--- src/rtl/if_stage.sv ---
`default_nettype none
// ============================================================================
// Module      : if_stage
// Description : Instruction-fetch stage, producer side of the IF->ID
//               interface. Owns the PC, fetches one word at a time over an
//               SRAM-like instruction bus (addr_ok/data_ok handshake, at most
//               one outstanding request) and holds {inst,pc} for ID until
//               ds_allowin. The branch bus from ID is consumed only at the
//               handoff of the delay-slot instruction.
// Parameters  : RESET_PC - address of the first fetch after reset
// Ports       : clk, reset (sync, active-high)
//               ds_allowin, br_bus[32:0]               - from ID
//               fs_to_ds_valid, fs_to_ds_bus[63:0],
//               fs_adef                                - to ID
//               inst_req/wr/size/addr/wdata            - to inst bus
//               inst_addr_ok/data_ok/rdata             - from inst bus
// Config      : IF_ADEF_CHK_EN - when defined, a misaligned PC is not issued
//               on the bus; a nop is handed to ID with fs_adef set.
// Revision    : 1.0 - initial release
// ============================================================================
module if_stage #(
    parameter logic [31:0] RESET_PC = 32'hBFC0_0000
) (
    input  logic        clk,
    input  logic        reset,
    input  logic        ds_allowin,
    input  logic [32:0] br_bus,
    output logic        fs_to_ds_valid,
    output logic [63:0] fs_to_ds_bus,
    output logic        fs_adef,
    output logic        inst_req,
    output logic        inst_wr,
    output logic [1:0]  inst_size,
    output logic [31:0] inst_addr,
    output logic [31:0] inst_wdata,
    input  logic        inst_addr_ok,
    input  logic        inst_data_ok,
    input  logic [31:0] inst_rdata
);

    typedef enum logic [1:0] {
        S_REQ  = 2'd0,
        S_WAIT = 2'd1,
        S_HOLD = 2'd2
    } state_t;

    state_t      state_q, state_d;
    logic [31:0] pc_q, pc_d;
    logic [31:0] inst_buf_q, inst_buf_d;
    logic        adef_buf_q, adef_buf_d;
    logic        misaligned;

`ifdef IF_ADEF_CHK_EN
    assign misaligned = (pc_q[1:0] != 2'b00);
`else
    assign misaligned = 1'b0;
`endif

    always_ff @(posedge clk) begin
        if (reset) begin
            state_q    <= S_REQ;
            pc_q       <= RESET_PC;
            inst_buf_q <= 32'h0;
            adef_buf_q <= 1'b0;
        end else begin
            state_q    <= state_d;
            pc_q       <= pc_d;
            inst_buf_q <= inst_buf_d;
            adef_buf_q <= adef_buf_d;
        end
    end

    always_comb begin
        state_d    = state_q;
        pc_d       = pc_q;
        inst_buf_d = inst_buf_q;
        adef_buf_d = adef_buf_q;
        case (state_q)
            S_REQ: begin
                if (misaligned) begin
                    // Skip the bus entirely and hand a nop to ID so the
                    // exception is raised in program order.
                    state_d    = S_HOLD;
                    inst_buf_d = 32'h0;
                    adef_buf_d = 1'b1;
                end else if (inst_addr_ok) begin
                    state_d = S_WAIT;
                end
            end
            S_WAIT: begin
                if (inst_data_ok) begin
                    inst_buf_d = inst_rdata;
                    state_d    = S_HOLD;
                end
            end
            S_HOLD: begin
                if (ds_allowin) begin
                    // The instruction leaving now is the delay slot, so any
                    // branch in ID is resolved on br_bus this same cycle.
                    pc_d       = br_bus[32] ? br_bus[31:0] : pc_q + 32'd4;
                    adef_buf_d = 1'b0;
                    state_d    = S_REQ;
                end
            end
            default: state_d = S_REQ;
        endcase
    end

    assign inst_req       = (state_q == S_REQ) && !misaligned;
    assign inst_wr        = 1'b0;
    assign inst_size      = 2'b10;
    assign inst_addr      = pc_q;
    assign inst_wdata     = 32'h0;

    assign fs_to_ds_valid = (state_q == S_HOLD);
    // Low half always carries the PC: ID builds branch targets from it.
    assign fs_to_ds_bus   = {inst_buf_q, pc_q};

`ifdef IF_ADEF_CHK_EN
    assign fs_adef        = (state_q == S_HOLD) && adef_buf_q;
`else
    assign fs_adef        = 1'b0;
`endif

endmodule
`default_nettype wire
--- config.mk ---
export PLATFORM = sky130hd
export DESIGN_NAME = if_stage
export DESIGN_NICKNAME = d
export VERILOG_FILES = /design/src/rtl/if_stage.sv
export SDC_FILE = /design/constraint.sdc
export NUM_CORES = 1
export LEC_CHECK = 0
export CAP_MARGIN = 30
export CORE_MARGIN = 1.5
export CORE_UTILIZATION = 42
export CTS_CLUSTER_DIAMETER = 80
export CTS_CLUSTER_SIZE = 10
export DETAILED_ROUTE_END_ITERATION = 16
export PLACE_DENSITY = 0.86
export SLEW_MARGIN = 30
export SYNTH_ARGS = -nofsm -noshare
export SYNTH_HDL_FRONTEND = slang
export SYNTH_SLANG_ARGS = --single-unit
--- constraint.sdc ---
create_clock -name clk -period 3.38 [get_ports clk]
set_input_delay 0.507 -clock clk [delete_from_list [all_inputs] [get_ports clk]]
set_output_delay 0.507 -clock clk [all_outputs]
set_load 0.01 [all_outputs]
==> flow_summary_export.csv <==
group,metric,value,unit
clock_tree,cts_hold_buf,0,
drt,routedWlPerCell,15.06,microns
finish,multi_input_comb_area,1869,sq um
yosys,ys_top_cells_by_area,"dfxtp_1 35%, buf_4 14%, nand2_1 9.8%, a21oi_1 7.2%, clkbuf_1 3.3%",
drt,num_vias,3860,
worst_setup_path,worst_path_max_delay_cell,"or3_1",
worst_setup_path,r2r-start,"inst_addr[2]$_SDFFE_PP0P_",
worst_hold_path,hold_end,"inst_buf_q[15]$_SDFFE_PP0P_",
placement,pre_cts_ws,892.3,ps
global_route,met1_global_route_usage,27.83,%
placement,dp_cells,709,
worst_setup_path,r2r_slack,910,ps
finish,fin_nets,683,
worst_setup_path,crit-reg2reg-capture,"inst_addr[20]$_SDFFE_PP0P_",
clock_tree,cts_made_buffers,9,
worst_setup_path,slowest_delay,540,ps
sta,slew_at_the_pin_closest_to_its_max_slew_limit,865.2,ps
global_route,first_global_vias,3616,
pwr,p_seq_share,43.4,%
worst_setup_path,crit_path_end_kind,"register",
sta,timing_max_transition_violations_final,0,
global_route,grt.met2_usage,38.41,%
pwr,static-leakage-power,1.897,nW
worst_setup_path,start_kind,"register",
yosys,dominant_register_cell_in_the_synthesized_netlist,"dfxtp_1",
pwr,power.density_cell_area,356.9,nW/um^2
yosys,synthMuxAreaShare,2.448,%
worst_setup_path,highest_net_fanout_along_the_worst_path,8,
clock_tree,post-cts-setup-buffers,0,
drt,routed_wirelength,10920,microns
placement,post-dp-hpwl,7862,microns
drt,post-route-drc-count,0,
yosys,yosysWarnings,0,
yosys,synth-compound-area-share,18.31,%
clock_tree,cts-root-buf,"clkbuf_8",
drt,dr.pass1.iters,4,
sta,finalCriticalPeriod,2468,ps
finish,layout.cells.most_common,"clkdlybuf4s50_1",
yosys,synth_xor_xnor_area_share,0,%
global_route,track_usage,22.19,%
clock_tree,clock_tree_from_tritoncts,"yes",
clock_tree,cts-resized-gates,0,
yosys,simple_gate_fraction_of_synth_area,25.32,%
pwr,total_power,1.891,mW
pwr,power.switching_fraction,23.74,%
sta,unrepaired_setup_endpoints_after_global_routing,"false",
die,die_height,97.25,microns
yosys,synth_async_sr_flop_share,0,%
yosys,synth_top_area_share,35.41,%
yosys,ys_seq_elements,66,
sta,final_min_period_over_clock_period,73.03,%
sta,skew,8.840,ps
global_route,met3_usage,4.388,%
clock_tree,clock_path_buffers,2,
worst_hold_path,min_delay_path_depth,2,
sta,maxSlewHeadroom,41.87,%
clock_tree,ctsHtreeMaxLevel,3,
yosys,synth_top_area_cell,"dfxtp_1",
finish,area_growth_syn_to_layout,41.99,%
sta,finalWorstSetupSlack,911.5,ps
yosys,postSynthAreaPerCell,7.477,sq um
finish,finalNonFillerCells,725,
sta,timing.final.hold_violations,0,
sta,fmax,0.4051,GHz
pwr,share_of_total_power_in_combinational_logic,14.9,%
finish,final_util,61.04,%
pwr,ir_worst_vdd,0.2334,mV
worst_setup_path,rr_worst_depth,6,
sta,finalSetupViolations,0,
worst_setup_path,timing.critical_path.cells,"ha_1 -> nand4_1 -> or3_1 -> nor3_1 -> mux2_2 -> nor4_1",
yosys,synth_seq_area_share,35.41,%
yosys,syn-instance-count,499,
worst_setup_path,setup.worst_path.class,"reg2reg",
yosys,post_synth_instance_area,3731,sq um
die,floorplan.initialDensity,42.99,%
run_status,run_status,"finished clean",
pwr,net-switching-power,0.4489,mW
yosys,synthAdderAreaFrac,0.3353,%
sta,timing.setup.tns,0,ps
die,num_rows,34,
placement,io_buffer_count,167,
finish,layout.area.seq,1321,sq um
worst_setup_path,cp.arrival,2690,ps
worst_hold_path,worst_hold_startpoint,"inst_buf_q[15]$_SDFFE_PP0P_",
global_route,top_usage_layer,"met2",
clock_tree,clk-insertion-delay-late,320,ps
drt,drt_iter0_drcs,293,
worst_hold_path,hold_class,"reg2reg",
pwr,clk_pwr_share,41.7,%
placement,globalplace.congestion,0.8647,
die,die_width,97.25,microns
yosys,synth-edff-count,0,
drt,route.antenna.remaining_nets,0,
yosys,synth_top_family_by_area,"simple AND/OR/NAND/NOR gates",
finish,most-common-layout-cells,"165 x clkdlybuf4s50_1, 97 x nand2_1, 66 x dfxtp_1",
yosys,ys_types,48,
run,maxCapViolations,0,
global_route,initial_antenna_violation_count,0,
worst_setup_path,worstPathRequired,3610,ps
die,io_pins,204,
pwr,p_int,1.442,mW
die,core-area,8678,sq um
finish,antenna_cells,0,
finish,final_layout_size_suffix_gt1_share,4.862,%
global_route,globalRoute.totalOverflow,0,
die,area_enclosed_by_the_die_boundary,9458,sq um
clock_tree,cts_sink_count,66,
finish,n_fill_cell,776,
global_route,grt_max_degree,41,
clock_tree,clock_pin_slew_worst_setup_and_hold_paths,80,ps
drt,detail_route.vias_per_cell,5.324,
global_route,grt_pass1_wl,17500,microns
[state kept, by name, indices dropped and copies added, names as in the netlist]
signal      cells
inst_buf_q     32
inst_addr      32
state_q         2
[layout make-up]
cell class	count	area share, %
clock inverter	5	1.937
timing repair buffer	173	32.45
clock buffer	11	2.480
inverter	5	0.3543
multi-input combinational	357	35.29
tap	108	2.551
sequential	66	24.94
[per-layer routing]
| metal | vias up | wire length (microns) | share of wire [%] |
|---|---|---|---|
| li1 | 1857 | - | - |
| met4 | 0 | 143 | 1.3 |
| met3 | 16 | 777 | 7.1 |
| met2 | 188 | 5483 | 50 |
| met1 | 1799 | 4517 | 41 |
| met5 | - | 0 | 0 |
[through the flow]
step                      cell area [sq um]  hold WS [ps]
after floorplan                        3859         469.0
after global placement                 5064         441.9
after detailed placement               5064         447.2
after CTS                              5298         458.5
after global routing                   5298         482.1
final                                  5298         457.3
[logic make-up (layout without fill, tap and decap cells)]
kind of cell | count (synthesis) | in the layout
buffers and inverters | 110 | 194
other | 2 | 36
adder cells (fa/ha/maj) | 1 | 1
flip-flops | 66 | 66
AO/OA/AOI/OAI | 114 | 114
AND/OR/NAND/NOR | 197 | 197
multiplexers | 9 | 9
[Yosys cell counts, drive strengths merged, types with 3 or more instances]
cell type	count
or3	7
a22oi	5
o31ai	5
a31o	3
nor2b	3
mux2i	8
nor3	10
and4	6
nor2	27
nand4	11
nand2	97
buf	71
o21ai	17
inv	4
a31oi	9
nor4	8
a21oi	54
a21o	3
dfxtp	66
nand3	13
nand2b	4
a211oi	7
clkbuf	34
and3	5
[worst max path at each step]
stage                                          from                    endpoint  slack (ps)  depth (start not counted)
final                     inst_addr[2]$_SDFFE_PP0P_  inst_addr[20]$_SDFFE_PP0P_         910                          6
after global routing      inst_addr[2]$_SDFFE_PP0P_  inst_addr[30]$_SDFFE_PP0P_         760                          6
after CTS                 inst_addr[2]$_SDFFE_PP0P_  inst_addr[20]$_SDFFE_PP0P_         910                          6
after detailed placement                 ds_allowin  inst_addr[31]$_SDFFE_PP1P_         890                          6
after global placement                   ds_allowin  inst_addr[31]$_SDFFE_PP1P_         920                          6
after floorplan           inst_addr[2]$_SDFFE_PP0P_  inst_addr[20]$_SDFFE_PP0P_        1280                          7
[critical path: cells and delay by family (launching register included)]
family	cells	cell delay [ps]
DFF	1	460
muxes	1	360
and+or+nand+nor	4	1280
adders and majority gates	1	280
[power groups by stage]
stage               clock network [mW]  logic, mW  registers [mW]
floorplan                            0      0.152           0.844
global placement                     0      0.275           0.836
detailed placement                   0      0.279           0.838
CTS                              0.801      0.281           0.820
global route                     0.841      0.304           0.823
finish                           0.788      0.283           0.820
No activity file was read; power rests on OpenSTA's default activity.
